File: src/rtl/audio_frame_embedder_if.sv
// Audio sample handoff from the SPI controller into the frame embedder.
`timescale 1ns/1ps

// Handshake: audio_ready is a one-cycle valid strobe with no ready/backpressure;
// audio_left/audio_right are only meaningful on the cycle audio_ready is high.
interface audio_frame_embedder_if;
  logic [11:0] audio_left;
  logic [11:0] audio_right;
  logic        audio_ready;

  modport master (output audio_left, output audio_right, output audio_ready);
  modport slave  (input  audio_left, input  audio_right, input  audio_ready);
endinterface

File: src/rtl/audio_frame_embedder.sv
// Merges the registered RF sample (bits 9:0) with a 6-symbol serialised stereo
// audio frame (bits 15:10) into one 16-bit word per sample clock.
`timescale 1ns/1ps

module audio_frame_embedder (
  input  logic                         clock,
  input  logic                         nReset,
  input  logic [9:0]                   adc_databus,
  audio_frame_embedder_if.slave        aud,
  output logic [15:0]                  dataOut,
  output logic                         frameActive,
  output logic                         audioOverrun,
  output logic [3:0]                   state_dbg
);

  localparam logic [4:0] PAD_SYMBOL = 5'b00000;

  typedef enum logic {IDLE = 1'b0, SEND = 1'b1} state_t;

  state_t      state_q, state_d;
  logic [2:0]  cnt_q, cnt_d;
  logic [29:0] frame_q;
  logic [11:0] pend_l_q, pend_r_q;
  logic        pend_v_q;
  logic [3:0]  seq_q;

  logic        last_sym;
  logic        load;
  logic        load_from_pend;
  logic        capture;
  logic [4:0]  sym;
  logic [5:0]  data_hi;

  function automatic logic [29:0] build_frame(input logic [11:0] l,
                                              input logic [11:0] r,
                                              input logic [3:0]  s);
    return {l, r, s, ^l, ^r};
  endfunction

  // State register
  always_ff @(posedge clock) begin
    if (!nReset) begin
      state_q <= IDLE;
      cnt_q   <= 3'd0;
    end else begin
      state_q <= state_d;
      cnt_q   <= cnt_d;
    end
  end

  // Next-state logic. A strobe arriving while symbol 5 is being produced is
  // loaded directly so the next frame follows with no gap.
  always_comb begin
    last_sym       = (state_q == SEND) && (cnt_q == 3'd5);
    load_from_pend = last_sym && pend_v_q;
    load           = ((state_q == IDLE) && aud.audio_ready) ||
                     (last_sym && (pend_v_q || aud.audio_ready));
    capture        = aud.audio_ready && (state_q == SEND) && !(last_sym && !pend_v_q);
    state_d        = IDLE;
    cnt_d          = 3'd0;
    if (load) begin
      state_d = SEND;
      cnt_d   = 3'd0;
    end else if ((state_q == SEND) && !last_sym) begin
      state_d = SEND;
      cnt_d   = cnt_q + 3'd1;
    end
  end

  // Output logic: symbol selection for the upper six bits.
  always_comb begin
    sym = PAD_SYMBOL;
    case (cnt_q)
      3'd0:    sym = frame_q[29:25];
      3'd1:    sym = frame_q[24:20];
      3'd2:    sym = frame_q[19:15];
      3'd3:    sym = frame_q[14:10];
      3'd4:    sym = frame_q[9:5];
      3'd5:    sym = frame_q[4:0];
      default: sym = PAD_SYMBOL;
    endcase
    if (state_q == SEND) data_hi = {(cnt_q == 3'd0), sym};
    else                 data_hi = {1'b0, PAD_SYMBOL};
    state_dbg = {state_q, cnt_q};
  end

  // Frame, pending slot, sequence and overrun tracking.
  always_ff @(posedge clock) begin
    if (!nReset) begin
      frame_q      <= 30'd0;
      pend_l_q     <= 12'd0;
      pend_r_q     <= 12'd0;
      pend_v_q     <= 1'b0;
      seq_q        <= 4'd0;
      audioOverrun <= 1'b0;
    end else begin
      if (load) begin
        if (load_from_pend) frame_q <= build_frame(pend_l_q, pend_r_q, seq_q);
        else                frame_q <= build_frame(aud.audio_left, aud.audio_right, seq_q);
        seq_q <= seq_q + 4'd1;
      end
      if (capture) begin
        pend_l_q <= aud.audio_left;
        pend_r_q <= aud.audio_right;
        pend_v_q <= 1'b1;
        // Overwriting a slot that is not being drained this cycle loses a frame.
        if (pend_v_q && !load_from_pend) audioOverrun <= 1'b1;
      end else if (load_from_pend) begin
        pend_v_q <= 1'b0;
      end
    end
  end

  // Output word register
  always_ff @(posedge clock) begin
    if (!nReset) begin
      dataOut     <= 16'h0000;
      frameActive <= 1'b0;
    end else begin
      dataOut     <= {data_hi, adc_databus};
      frameActive <= (state_q == SEND);
    end
  end

endmodule
File: src/flat_wrapper.sv
// flat-port wrapper written by rule: the top's interface ports become plain ports
module audio_frame_embedder_flat 
  (clock, nReset, adc_databus, dataOut, frameActive, audioOverrun, state_dbg, aud_audio_left, aud_audio_right, aud_audio_ready);
  audio_frame_embedder_if aud_i ();
  input  logic clock;
  input  logic nReset;
  input  logic [9:0] adc_databus;
  output logic [15:0] dataOut;
  output logic frameActive;
  output logic audioOverrun;
  output logic [3:0] state_dbg;
  input wire logic [$bits(aud_i.audio_left)-1:0] aud_audio_left;
  input wire logic [$bits(aud_i.audio_right)-1:0] aud_audio_right;
  input wire logic [$bits(aud_i.audio_ready)-1:0] aud_audio_ready;
  assign aud_i.audio_left = aud_audio_left;
  assign aud_i.audio_right = aud_audio_right;
  assign aud_i.audio_ready = aud_audio_ready;
  audio_frame_embedder u_core (.clock(clock), .nReset(nReset), .adc_databus(adc_databus), .aud(aud_i), .dataOut(dataOut), .frameActive(frameActive), .audioOverrun(audioOverrun), .state_dbg(state_dbg));
endmodule
File: config.mk
export PLATFORM = sky130hd
export DESIGN_NAME = audio_frame_embedder_flat
export DESIGN_NICKNAME = d
export VERILOG_FILES = /design/src/rtl/audio_frame_embedder_if.sv /design/src/rtl/audio_frame_embedder.sv /design/src/flat_wrapper.sv
export SDC_FILE = /design/constraint.sdc
export NUM_CORES = 1
export LEC_CHECK = 0
export CORE_ASPECT_RATIO = 1.25
export CORE_UTILIZATION = 35
export CTS_BUF_LIST = sky130_fd_sc_hd__clkbuf_4
export DETAILED_ROUTE_END_ITERATION = 8
export DONT_BUFFER_PORTS = 1
export GPL_TIMING_DRIVEN = 0
export PLACE_DENSITY = 0.52
export SLEW_MARGIN = 20
export SYNTH_ARGS = -nofsm -noshare
export SYNTH_HDL_FRONTEND = slang
export SYNTH_SLANG_ARGS = --single-unit
File: constraint.sdc
create_clock -name clock -period 1.65 [get_ports clock]
set_input_delay 0.0825 -clock clock [delete_from_list [all_inputs] [get_ports clock]]
set_output_delay 0.0825 -clock clock [all_outputs]
set_load 0.005 [all_outputs]
==> impl_results.md, run 1 <==
* ANT cells at 0
* Final setup viols at 0
* 1st-pass router iterations at 4
* P&R area growth vs syn at 29.7%
* H-Tree Depth at 3
* Layout cells sized above 1 at 0.200
* Number of max-cap violations at 0
* Worst min-delay path class: input pin to register
* Hold Fails Final Rpt at 0
* Clock root buffer: clkbuf_4
* Setup CP Type: register to register
* Arr. time, crit path at 1980 ps
* CTS tree: built
* Avg Inst Size Synth at 10.7 µm²
* Sequential area share after synthesis at 0.424
* Wire per inst at 16.6 µm
* # fillers at 1038
* Number of synthesized flops with an enable pin at 0
* Largest net degree at the start of global routing at 14
* R2r endpoint: u_core.frame_q[17]
* CP Max Fanout at 7
* Slew Limit Fails at 0
* Commonest non-fill, non-tap cells in the layout: dfxtp_1 (76), mux2i_1 (46), xnor2_1 (36)
* Ys async rst share at 0
* GRT Total Usage at 0.176
* Dpl cells at 488
* Synth unique cells at 32
* Final nets at 469
* Critical Path Source Type: register
* Area occupied by multi-input gates at 2130 µm²
* Worst vdd ir at 0.000366 V
* Final Cycle Share at 0.985
* Cell area after synthesis at 3820 µm²
* DRC violations left at 0
* #FFs+latches synth at 81
* Syn_nets at 399
* Ports at 59
* Post-Route WL at 9330 µm
* Cts bufs inserted at 9
* P_leak at 2.36 nW
* Outcome: finished, final reports clean
* Final WS setup at 25.1 ps
* Row cnt at 42
* Die height at 119 µm
* Hold Crit Endpoint: u_core.pend_l_q[11]
* Clock Sinks at 81
* Crit path launch: u_core.cnt_q[1]
* Hold Path Origin: aud_audio_ready
* Antenna violations before repair at 0
* Path depth of the worst reg2reg path at 8
* DR vias/cell at 4.88
* Worst skew pair latency at 450 ps
* Core area at 10600 µm²
* Highest Clock Rate at 0.615 GHz
* Min Tclk post-route at 1620 ps
* Pre-CTS setup slack at -389 ps
* YS warnings at 0
* RePlAce Congestion at 0.797
* Commonest non-fill, non-tap cell in the layout: dfxtp_1
* Slew Limit Headroom at 0.610
* Worst Skew at 16.2 ps
* Top FF cell, synth: dfxtp_1
* Finished Layout Cells at 562
* Worst Hold Depth at 5
* CP required at 2000 ps
* Routed vias at 2740
* Actual slew at the worst max-slew pin at 585 ps
* Total congestion overflow at 0
* Pwr dens at 830 nW/µm²
* Drt initial violations at 114
* Die Area at 11300 µm²
* Post-route ant nets at 0
* RSZ-0062 raised after global routing: yes
* Register area at 1630 µm²
* Max Buffers Root-to-Sink at 2
* Worst Setup End Kind: register
* Finished Core Util at 0.467
* HPWL after DPL at 6160 µm
* Setup_tns at 0 ps
* Chip width at 95.5 µm
* PortBufs at 0
* Placed Area at 3990 µm²
* First-pass GRT wire length at 14700 µm
* Clk slew on worst S/H paths at 130 ps
* Synthesized instance count at 356
* Worst R2R Start: u_core.cnt_q[1]
* Vias in the first global route at 2876
* Initial core utilization at 0.360
* R2R Setup Slk at 30 ps
* Post-route cell area at 4960 µm²
registers in the layout (all words and copies together) (netlist names):
name and flops:
u_core.frameActive 1, u_core.pend_v_q 1, u_core.frame_q 30, u_core.dataOut 16, u_core.state_q 1, u_core.pend_l_q 12
u_core.cnt_q 3, u_core.seq_q 4, u_core.audioOverrun 1, u_core.pend_r_q 12
layout make-up:
| cell class | count | area share |
|---|---|---|
| Clock buffer | 10 | 0.0151 |
| Timing Repair Buffer | 61 | 0.135 |
| Inverter | 4 | 0.00353 |
| Sequential cell | 81 | 0.329 |
| Buffer | 22 | 0.0427 |
| Tap cell | 132 | 0.0333 |
| Clock inverter | 5 | 0.0116 |
| Multi-Input combinational cell | 247 | 0.429 |
per-layer routing:
| metal | vias to the layer above | wire (µm) | share of wire | GRT usage |
|---|---|---|---|---|
| li1 | 1368 | - | - | - |
| met1 | 1289 | 4020 | 0.43 | 0.209 |
| met2 | 64 | 4710 | 0.51 | 0.293 |
| met3 | 19 | 342 | 0.037 | 0.0460 |
| met4 | 0 | 257 | 0.028 | 0.0784 |
| met5 | - | 0 | 0 | 0 |
kinds of logic (layout without fill, tap and decap cells):
group / count (synthesis) / in the layout / share of synthesized area
AND/OR/NAND/NOR: 90 / 90 / 0.124
adder cells (fa/ha/maj): 6 / 6 / 0.0196
flip-flops: 81 / 81 / 0.424
multiplexers: 63 / 63 / 0.168
buffers and inverters: 28 / 102 / 0.0478
XOR/XNOR: 43 / 43 / 0.113
AO/OA/AOI/OAI: 45 / 45 / 0.103
Yosys cell counts (6+ instances only):
master,number,area [µm²]
buf_4,8,60.1
nor2b_1,33,206
clkbuf_1,8,30.0
dfxtp_1,81,1620
nand2_1,35,131
buf_6,6,67.6
xnor2_1,38,333
o211a_1,24,240
and2_1,13,81.3
ha_1,6,75.1
mux2_2,8,90.1
mux2i_1,55,551
per-stage QoR:
stage / hold slack, ps / power [mW]
finish: 110 / 4.11
detailed placement: 213 / 2.82
CTS: 101 / 4.15
global route: 87.0 / 4.34
global placement: 210 / 2.82
floorplan: 206 / 2.69
worst max-delay path, cell delays in order (launching register included):
cell and delay (ps):
dfxtp_4 400, inv_4 40, ha_4 180, nand4_1 120, buf_6 180, buf_12 150, mux2i_4 250, nand2_1 80
o211a_1 120
worst max path at each step:
stage / slack [ps] / cells after the start / end
finish: 30 / 8 / u_core.frame_q[17]
global route: -50 / 8 / u_core.frame_q[17]
CTS: -60 / 11 / u_core.pend_r_q[4]
detailed placement: -390 / 9 / u_core.frame_q[17]
global placement: -380 / 9 / u_core.frame_q[17]
floorplan: -20 / 9 / u_core.frame_q[10]
power breakdown:
part | switching (mW) | internal (mW) | leakage [nW]
Sequential | 0.0908 | 2.07 | 0.668
Clock | 0.702 | 0.471 | 0.0762
Combinational | 0.312 | 0.462 | 1.61
Total | 1.11 | 3.01 | 2.36
timing repair:
item	4_1_cts	5_1_grt
buffers inserted	14	9
gates resized for setup	38	17
hold endpoints to repair	61	0
endpoints found under the setup margin	58	54
hold buffers	35	0
cloned	2	2
pin swaps	7	11
No activity file was read; power rests on OpenSTA's default activity.
==> run 2, diff against run 1 <==
Settings changed: CORE_UTILIZATION 35 to 40, PLACE_DENSITY 0.52 to 0.57.
==> run 2 against run 1 <==
Net effect: largest cell class unchanged; sequential cell count unchanged; wire length down 7.7%; critical endpoint unchanged; via count down 1.4%.
==> impl_results.md, run 2 (synthesis gave the netlist of run 1 again) <==
* Critical Path Source Type: register
* Setup CP Type: register to register
* CP Max Fanout at 6
* Min Tclk post-route at 1580 ps
* Antenna violations before repair at 0
* Core area at 9220 µm²
* Ports at 59
* Highest Clock Rate at 0.634 GHz
* Max reg flops at 30
* Register area at 1630 µm²
* Path depth of the worst reg2reg path at 8
* Row cnt at 39
* ANT cells at 0
* Finished Layout Cells at 543
* HPWL after DPL at 5990 µm
* Slowest-stage cell, CP: dfxtp_4
* R2R Setup Slk at 70 ps
* Outcome: finished, final reports clean
* DR top layer: met4
* Final WS setup at 72.7 ps
* Cts bufs inserted at 9
* P&R area growth vs syn at 23.1%
* Finished Core Util at 0.510
* Actual slew at the worst max-slew pin at 560 ps
* Internal power at 2.99 mW
* Post-Route WL at 8610 µm
* Clk slew on worst S/H paths at 120 ps
* Top delay family on crit path: flip-flops
* Worst min-delay path class: input pin to register
* Worst Setup End Kind: register
* Clock Sinks at 81
* Final setup viols at 0
* Top reg by flops: u_core.frame_q
* PortBufs at 0
* Total congestion overflow at 0
* Chip width at 89.4 µm
* Initial core utilization at 0.414
* Routed vias at 2702
* Arr. time, crit path at 1910 ps
* First-pass GRT wire length at 14100 µm
* Worst Skew at 10.8 ps
* Commonest non-fill, non-tap cells in the layout: dfxtp_1 (78), mux2i_1 (51), xnor2_1 (38)
* Worst R2R Start: u_core.cnt_q[1]
* Setup_tns at 0 ps
* Dpl cells at 479
* Worst skew pair latency at 430 ps
* Slew Limit Fails at 0
* Critical path's largest stage delay at 400 ps
* Bufs and invs on worst path at 3
* Final Cycle Share at 0.956
* RSZ-0062 raised after global routing: yes
* CTS tree: built
* Drt initial violations at 151
* Switching power at 1.05 mW
* Met3 wire len at 318 µm
* Switching Share at 0.260
* Final nets at 458
* Hold Fails Final Rpt at 0
* H-Tree Depth at 3
* R2r endpoint: u_core.frame_q[17]
* CP cell instances: inv_4 > ha_4 > nand4_1 > buf_6 > buf_12 > mux2i_4 > nand2_1 > o211a_1
* RePlAce Congestion at 0.816
* Pwr dens at 860 nW/µm²
* Clock root buffer: clkbuf_4
* Worst Hold Depth at 4
* CP required at 1980 ps
* Met1 WL at 3760 µm
* # fillers at 870
* Max Buffers Root-to-Sink at 2
* 1st-pass router iterations at 5
* Met2 wire length at 4390 µm
* Die height at 111 µm
* Commonest non-fill, non-tap cell in the layout: dfxtp_1
* Wire per inst at 15.9 µm
* P_leak at 2.28 nW
* Pre-CTS setup slack at -351 ps
* DRC violations left at 0
* Slew Limit Headroom at 0.627
* Combinational share of power at 0.184
* Hold Crit Endpoint: u_core.pend_l_q[10]
* Layout cells sized above 1 at 0.150
* Die Area at 9950 µm²
* Top Registers: u_core.frame_q (30), u_core.dataOut (16)
* Worst vdd ir at 0.000473 V
* DR vias/cell at 4.98
* Area occupied by multi-input gates at 2070 µm²
* Number of max-cap violations at 0
* Hold Path Origin: aud_audio_ready
* Fraction of power consumed by sequential logic at 0.535
* Post-route ant nets at 0
* Vias in the first global route at 2863
* Largest net degree at the start of global routing at 13
* GRT Total Usage at 0.191
* Clock Power Share at 0.281
==> run 2: cell count changes in the layout (fill, tap and decap cells not counted), moves of 3 or more <==
cell	previous run	this run
buf_8	6	1
mux2i_1	46	51
buf_4	19	15
mux2i_2	7	2
clkinv_1	0	3
==> run 2: metal layers <==
metal,up-vias,GRT usage
met3,13,0.0387
met1,1284,0.229
li1,1350,-
met2,55,0.325
met4,0,0.0762
met5,-,0
==> run 2: stage by stage <==
step	hold slack, ps	instance area [µm²]	total power, mW
global route	88.4	4700	4.25
global placement	210	3980	2.81
CTS	85.0	4730	4.10
detailed placement	214	3980	2.82
finish	114	4700	4.04
floorplan	206	3820	2.69
==> run 2: how the worst max path moves through the flow <==
stage | start | endpoint | slack (ps) | cells past startpoint
6_report | u_core.cnt_q[1] | u_core.frame_q[17] | 70 | 8
5_1_grt | u_core.cnt_q[1] | u_core.frame_q[10] | -0.5 | 8
3_5_place_dp | u_core.cnt_q[1] | u_core.frame_q[17] | -350 | 9
3_3_place_gp | u_core.cnt_q[1] | u_core.frame_q[17] | -360 | 9
2_1_floorplan | u_core.cnt_q[1] | u_core.frame_q[10] | -20 | 9
4_1_cts | u_core.cnt_q[1] | u_core.frame_q[13] | -70 | 10
==> run 2: power by group through the flow <==
stage | Sequential, mW | Clock [mW] | Combinational (mW)
5_1_grt | 2.17 | 1.26 | 0.811
2_1_floorplan | 2.18 | 0 | 0.509
3_3_place_gp | 2.20 | 0 | 0.607
3_5_place_dp | 2.20 | 0 | 0.616
4_1_cts | 2.16 | 1.19 | 0.750
6_report | 2.16 | 1.14 | 0.744
==> run 2: cell type report <==
class / instances / share of cell area
buffer: 23 / 0.0468
timing repair buffer: 49 / 0.102
inverter: 4 / 0.00372
tap: 123 / 0.0327
clock inverter: 5 / 0.00984
clock buffer: 11 / 0.0176
multi-input combinational: 247 / 0.441
sequential: 81 / 0.347
==> run 2: repair_timing <==
action / in CTS / in global routing
resized for setup: 32 / 3
endpoints found under the setup margin: 55 / 54
endpoints found under the hold margin: 61 / 0
hold buffers: 35 / 0
setup buffers: 10 / 4
pin swaps: 9 / 5
gates cloned: 2 / 0
==> run 2: worst reg2reg max path, stage by stage, from the launching register on <==
cell     delay (ps)
dfxtp_4         400
inv_4            40
ha_4            160
nand4_1         130
buf_6           180
buf_12          150
mux2i_4         230
nand2_1          70
o211a_1         120
